===== src/rtl/polyvecl_addsub_stream_if.sv =====
// rtl/polyvecl_addsub_stream_if.sv - input and result beat streams of the polynomial-vector add/sub
interface polyvecl_addsub_stream_if #(
   parameter int LANES = 8,
   parameter int CW    = 32
);
   logic                in_valid;
   logic                in_ready;
   logic [LANES*CW-1:0] a_data;
   logic [LANES*CW-1:0] b_data;
   logic                out_valid;
   logic                out_ready;
   logic [LANES*CW-1:0] out_data;
   logic                out_plast;
   logic                out_vlast;

   modport master (
      output in_valid, a_data, b_data, out_ready,
      input  in_ready, out_valid, out_data, out_plast, out_vlast
   );

   modport slave (
      input  in_valid, a_data, b_data, out_ready,
      output in_ready, out_valid, out_data, out_plast, out_vlast
   );
endinterface


===== src/rtl/polyvecl_addsub_stream.sv =====
// rtl/polyvecl_addsub_stream.sv - beat-serial add/sub of two polynomial vectors with optional mod-Q fix-up
module polyvecl_addsub_stream #(
   parameter int L     = 5,
   parameter int N     = 256,
   parameter int CW    = 32,
   parameter int LANES = 8,
   parameter int Q     = 8380417
) (
   input  logic                    clk,
   input  logic                    rst,
   input  logic                    start,
   input  logic                    mode_sub,
   input  logic                    reduce,
   polyvecl_addsub_stream_if.slave strm,
   output logic                    busy,
   output logic                    done
);
   localparam int BEATS = N / LANES;
   localparam int BW    = (BEATS > 1) ? $clog2(BEATS) : 1;
   localparam int PW    = (L > 1) ? $clog2(L) : 1;
   localparam logic signed [CW:0] QS = (CW+1)'(Q);

   typedef enum logic [1:0] {S_IDLE, S_RUN, S_DRAIN, S_DONE} state_t;

   state_t                  state;
   state_t                  state_nx;
   logic                    mode_r;
   logic                    reduce_r;
   logic [BW-1:0]           beat_cnt;
   logic [PW-1:0]           poly_cnt;
   logic                    adv;
   logic                    accept;
   logic                    beat_last;
   logic                    poly_last;
   logic                    vec_last;
   logic                    v1;
   logic                    plast1;
   logic                    vlast1;
   logic [LANES-1:0][CW:0]   s1;
   logic [LANES-1:0][CW:0]   sum_d;
   logic [LANES-1:0][CW-1:0] res_d;

   // Whole pipe moves together; it only freezes when a result beat is waiting downstream.
   assign adv       = !strm.out_valid | strm.out_ready;
   assign accept    = strm.in_valid & strm.in_ready;
   assign beat_last = (beat_cnt == BW'(BEATS - 1));
   assign poly_last = (poly_cnt == PW'(L - 1));
   assign vec_last  = beat_last & poly_last;

   // State register.
   always_ff @(posedge clk or posedge rst) begin
      if (rst) state <= S_IDLE;
      else     state <= state_nx;
   end

   // Next-state: leave RUN on the last input beat, leave DRAIN on the last result beat.
   always_comb begin
      state_nx = state;
      case (state)
         S_IDLE:  if (start) state_nx = S_RUN;
         S_RUN:   if (accept && vec_last) state_nx = S_DRAIN;
         S_DRAIN: if (strm.out_valid && strm.out_ready && strm.out_vlast) state_nx = S_DONE;
         S_DONE:  state_nx = S_IDLE;
         default: state_nx = S_IDLE;
      endcase
   end

   // FSM outputs; in_ready depends only on state and the downstream side.
   always_comb begin
      busy          = (state != S_IDLE);
      done          = (state == S_DONE);
      strm.in_ready = (state == S_RUN) & adv;
   end

   // Latch the operation mode at start and walk beat/poly position on every accepted beat.
   always_ff @(posedge clk or posedge rst) begin
      if (rst) begin
         mode_r   <= 1'b0;
         reduce_r <= 1'b0;
         beat_cnt <= '0;
         poly_cnt <= '0;
      end else if (state == S_IDLE && start) begin
         mode_r   <= mode_sub;
         reduce_r <= reduce;
         beat_cnt <= '0;
         poly_cnt <= '0;
      end else if (accept) begin
         if (beat_last) begin
            beat_cnt <= '0;
            poly_cnt <= poly_last ? '0 : poly_cnt + PW'(1);
         end else begin
            beat_cnt <= beat_cnt + BW'(1);
         end
      end
   end

   // Stage-1 arithmetic: sign-extended add or subtract per lane, keeping the carry bit.
   always_comb begin
      sum_d = '0;
      for (int k = 0; k < LANES; k++) begin
         if (mode_r)
            sum_d[k] = {strm.a_data[CW*k+CW-1], strm.a_data[CW*k +: CW]}
                     - {strm.b_data[CW*k+CW-1], strm.b_data[CW*k +: CW]};
         else
            sum_d[k] = {strm.a_data[CW*k+CW-1], strm.a_data[CW*k +: CW]}
                     + {strm.b_data[CW*k+CW-1], strm.b_data[CW*k +: CW]};
      end
   end

   // Stage-2 fix-up: a single conditional +/-Q brings a reduced-range sum back into [0,Q).
   always_comb begin
      res_d = '0;
      for (int k = 0; k < LANES; k++) begin
         if (reduce_r && !mode_r && ($signed(s1[k]) >= QS))
            res_d[k] = CW'(s1[k] - QS);
         else if (reduce_r && mode_r && s1[k][CW])
            res_d[k] = CW'(s1[k] + QS);
         else
            res_d[k] = s1[k][CW-1:0];
      end
   end

   // Two-stage pipe with the polynomial/vector end markers travelling next to the data.
   always_ff @(posedge clk or posedge rst) begin
      if (rst) begin
         v1             <= 1'b0;
         s1             <= '0;
         plast1         <= 1'b0;
         vlast1         <= 1'b0;
         strm.out_valid <= 1'b0;
         strm.out_data  <= '0;
         strm.out_plast <= 1'b0;
         strm.out_vlast <= 1'b0;
      end else if (adv) begin
         v1             <= accept;
         s1             <= sum_d;
         plast1         <= accept & beat_last;
         vlast1         <= accept & vec_last;
         strm.out_valid <= v1;
         strm.out_data  <= res_d;
         strm.out_plast <= plast1;
         strm.out_vlast <= vlast1;
      end
   end
endmodule

===== src/flat_wrapper.sv =====
// flat-port wrapper written by rule: the top's interface ports become plain ports
module polyvecl_addsub_stream_flat 
#(
   parameter int L     = 5,
   parameter int N     = 256,
   parameter int CW    = 32,
   parameter int LANES = 8,
   parameter int Q     = 8380417
)
  (clk, rst, start, mode_sub, reduce, busy, done, strm_in_valid, strm_a_data, strm_b_data, strm_out_ready, strm_in_ready, strm_out_valid, strm_out_data, strm_out_plast, strm_out_vlast);
  polyvecl_addsub_stream_if #(.LANES(LANES), .CW(CW)) strm_i ();
  input  logic clk;
  input  logic rst;
  input  logic start;
  input  logic mode_sub;
  input  logic reduce;
  output logic busy;
  output logic done;
  input wire logic [$bits(strm_i.in_valid)-1:0] strm_in_valid;
  input wire logic [$bits(strm_i.a_data)-1:0] strm_a_data;
  input wire logic [$bits(strm_i.b_data)-1:0] strm_b_data;
  input wire logic [$bits(strm_i.out_ready)-1:0] strm_out_ready;
  output wire logic [$bits(strm_i.in_ready)-1:0] strm_in_ready;
  output wire logic [$bits(strm_i.out_valid)-1:0] strm_out_valid;
  output wire logic [$bits(strm_i.out_data)-1:0] strm_out_data;
  output wire logic [$bits(strm_i.out_plast)-1:0] strm_out_plast;
  output wire logic [$bits(strm_i.out_vlast)-1:0] strm_out_vlast;
  assign strm_i.in_valid = strm_in_valid;
  assign strm_i.a_data = strm_a_data;
  assign strm_i.b_data = strm_b_data;
  assign strm_i.out_ready = strm_out_ready;
  assign strm_in_ready = strm_i.in_ready;
  assign strm_out_valid = strm_i.out_valid;
  assign strm_out_data = strm_i.out_data;
  assign strm_out_plast = strm_i.out_plast;
  assign strm_out_vlast = strm_i.out_vlast;
  polyvecl_addsub_stream #(.L(L), .N(N), .CW(CW), .LANES(LANES), .Q(Q)) u_core (.clk(clk), .rst(rst), .start(start), .mode_sub(mode_sub), .reduce(reduce), .strm(strm_i), .busy(busy), .done(done));
endmodule

===== config.mk =====
export PLATFORM = sky130hd
export DESIGN_NAME = polyvecl_addsub_stream_flat
export DESIGN_NICKNAME = d
export VERILOG_FILES = /design/src/rtl/polyvecl_addsub_stream_if.sv /design/src/rtl/polyvecl_addsub_stream.sv /design/src/flat_wrapper.sv
export SDC_FILE = /design/constraint.sdc
export NUM_CORES = 2
export LEC_CHECK = 0
export ABC_AREA = 1
export BUFFER_PORTS_ARGS = -buffer_cell sky130_fd_sc_hd__buf_2
export CAP_MARGIN = 10
export CORE_ASPECT_RATIO = 1.2
export CORE_UTILIZATION = 40
export CTS_CLUSTER_DIAMETER = 100
export CTS_CLUSTER_SIZE = 28
export DETAILED_ROUTE_END_ITERATION = 12
export PLACE_DENSITY = 0.64
export RECOVER_POWER = 50
export SETUP_SLACK_MARGIN = 0.4
export SYNTH_ARGS = -nofsm -noshare
export SYNTH_HDL_FRONTEND = slang
export SYNTH_SLANG_ARGS = --single-unit

===== constraint.sdc =====
create_clock -name clk -period 38.9 [get_ports clk]
set_input_delay 1.945 -clock clk [delete_from_list [all_inputs] [get_ports clk]]
set_output_delay 1.945 -clock clk [all_outputs]
set_load 0.005 [all_outputs]

==> metrics.csv <==
metric,value,unit
initial antenna violation count,90,
Final ANT Viol Nets,0,
grt total ovfl,0,
failing checks,"max-capacitance violations, max-slew violations",
Synth Flop Type,dfrtp_1,
drt wl/cell,20.8,um
RSZ-0062 raised after global routing,false,
aggregate global-route resource usage,34.0,%
drt first pass iters,8,
slew margin rel.,-293,%
Synth Net Count,11800,
Final setup viols,0,
Setup crit end kind,flop,
root buffer cell,clkbuf_16,
routed vias,73200,
Cell variety after synth,58,
M1 GR Usage,42.0,%
hold buffers post-CTS,0,
Final Critical Period,10330,ps
core area,0.157,mm2
GP Congestion,1.02,
initial drt markers,6011,
GR Util met2,56.9,%
fmax,96.8,MHz
setup slack after layout,28570,ps
Placement Setup Slack,32870,ps
Most Crowded Layer GR,met2,
Die H,439,um
largest net degree at the start of global routing,185,
TritonCTS clock tree,built,
critical path class,reg -> reg,
number of remaining DRC errors,0,
Max H-tree Level,2,
dominant cells by area after synthesis,"nand2_1 23%, dfrtp_1 21%, nor2_1 7.7%, inv_1 7.2%, xor2_1 7.2%",
Slew @ Worst Pin,5890,ps
setup TNS,0,ps
Port Buffer Count,780,
part of the power in the clock network,8.7,%
Sw Ratio,59.0,%
Final nets,12300,
Leakage Power,36.1,nW
status,"complete, but fails checks",
worst hold path class,reg -> reg,
CTS resizes,0,
Comb power frac,68.7,%
Finished Cell Area,0.0701,mm2
synth warn,0,
Ports,781,
worst path arrival time,10710,ps
total CTS buffers,40,
Die X,366,um
Tcrit/Tclk final,26.6,%
DRT Wirelength,283000,um
worst skew pair latency,690,ps
worst hold slack,478,ps
Max Cap Viol,16,
Worst EP required,39280,ps
Post-Place Cell Area,0.0687,mm2
maximum VDD drop,0.0389,mV
CP max FO,76,
ys async rst share,100,%
"most common cell after layout, fill and taps aside",nand2_1,
final hold vios,0,
fin util,44.6,%
Pwr per Cell Area,85.3,mW/mm2
cell row count,159,
"FF+latch count, synth",538,
clock skew,33.6,ps
Yosys top cell area share,22.7,%
Mapped Cells,11000,
Reg power frac,22.6,%
vias in the first global route,69200,
met3 Resource Use GR,5.69,%
most frequent cells in the layout,"3,838 x nand2_1, 1,292 x nor2_1, 1,221 x inv_1",
initial core utilization,40.5,%
startpoint types,flop,
CTS Buffer Depth,3,
Yosys top cell by area,nand2_1,
synthesized area,0.0636,mm2
count of final max-slew check failures,1069,
Via density,5.37,
average size of a mapped cell,5.79,um2
Post-CTS Setup Inserts,0,
post-synthesis sequential area ratio,21.2,%
Area Growth Syn to Fin,10.2,%
DP HPWL,233000,um
Psw,3.53,mW
clock sinks,538,
Post-synth EDFFs,0,
internal power,2.45,mW
layout cells sized above 1,7.32,%
Clock transition at path regs,90,ps
Die ar.,0.161,mm2
first-pass GRT wire length,423000,um
-- cell usage after synthesis, drive strengths merged, types with 10 or more instances --
library cell / number
a21boi: 21
a21o: 39
a21oi: 435
a31oi: 61
and2: 19
buf: 170
clkbuf: 202
dfrtp: 538
ha: 297
inv: 1247
nand2: 3859
nand3: 853
nand3b: 57
nand4: 135
nor2: 1329
nor3: 186
nor4: 36
o21ai: 674
o21bai: 69
o22ai: 10
o31ai: 16
or2: 30
xnor2: 117
xor2: 522
-- final cells by class --
cell class | instances | area (um2)
fillers | 17600 | 87100
clock buffers | 43 | 1040
repair buffers | 818 | 3960
well taps | 2093 | 2620
inverters | 1254 | 4720
diodes | 49 | 123
clock inverters | 29 | 490
multi-input cells | 8814 | 43700
flip-flops and latches | 538 | 13500
-- power groups by stage --
stage               registers, mW  clock network, mW  logic, mW
global route                 1.39              0.549       4.61
floorplan                    1.05                  0       3.00
finish                       1.35              0.518       4.11
global placement             1.34                  0       4.04
CTS                          1.34              0.532       4.08
detailed placement           1.34                  0       4.06
-- cell families (layout without fill, tap and decap cells) --
family          after synthesis  in the layout  synth area share (%)
buf+inv                    1626           2144                  10.2
mux                           2              2                0.0335
xor+xnor                    639            639                  8.80
other cells                   0             49                     0
simple gates               6519           6519                  42.2
flops                       538            538                  21.2
compound gates             1349           1349                  11.5
fa+ha+maj                   305            305                  6.10
-- path summary, 6_finish.rpt --
check                                          startpoint  slack (ps)  cells past startpoint                                    end
max in group asynchronous                             rst       29100                      5  u_core.strm.out_data[119]$_DFFE_PP0N_
min reg2reg                u_core.beat_cnt[2]$_DFFE_PP0P_         480                      1         u_core.beat_cnt[2]$_DFFE_PP0P_
min                        u_core.beat_cnt[2]$_DFFE_PP0P_         480                      1         u_core.beat_cnt[2]$_DFFE_PP0P_
min in group asynchronous                             rst        2960                      2  u_core.strm.out_data[192]$_DFFE_PP0N_
max                             u_core.mode_r$_DFFE_PP0P_       28570                     15              u_core.s1[30]$_DFFE_PP0N_
max reg2reg                     u_core.mode_r$_DFFE_PP0P_       28570                     15              u_core.s1[30]$_DFFE_PP0N_
-- state kept, by name (all words and copies together) (netlist names) --
register	flops
u_core.strm.out_vlast	1
u_core.strm.out_plast	1
u_core.v1	1
u_core.reduce_r	1
u_core.strm.out_data	256
u_core.poly_cnt	3
u_core.beat_cnt	5
u_core.plast1	1
u_core.vlast1	1
u_core.state	2
u_core.s1	264
u_core.strm.out_valid	1
u_core.mode_r	1
-- routing by layer --
metal | wire [um] | part of all wire, %
met4 | 16500 | 5.8
met3 | 20000 | 7.1
met5 | 273 | 0.096
met1 | 116000 | 41
met2 | 130000 | 46
-- stage by stage --
| step | power [mW] | cells |
|---|---|---|
| after floorplan | 4.05 | 11000 |
| final | 5.98 | 13600 |
| after global placement | 5.38 | 13500 |
| after CTS | 5.96 | 13600 |
| after detailed placement | 5.41 | 13500 |
| after global routing | 6.54 | 13600 |
-- critical path, stage by stage, from the launching register on --
cell and delay, ps:
dfrtp_1 1880, clkinvlp_2 3580, clkbuf_1 1430, nand2_1 330, xor2_1 170, inv_1 50, ha_1 320, inv_1 70
o21ai_0 450, a21oi_1 230, o21ai_0 600, nand3_1 180, nand2_1 100, nand2_1 50, nand3_1 170, o21ai_0 220
No activity file was read; power rests on OpenSTA's default activity.
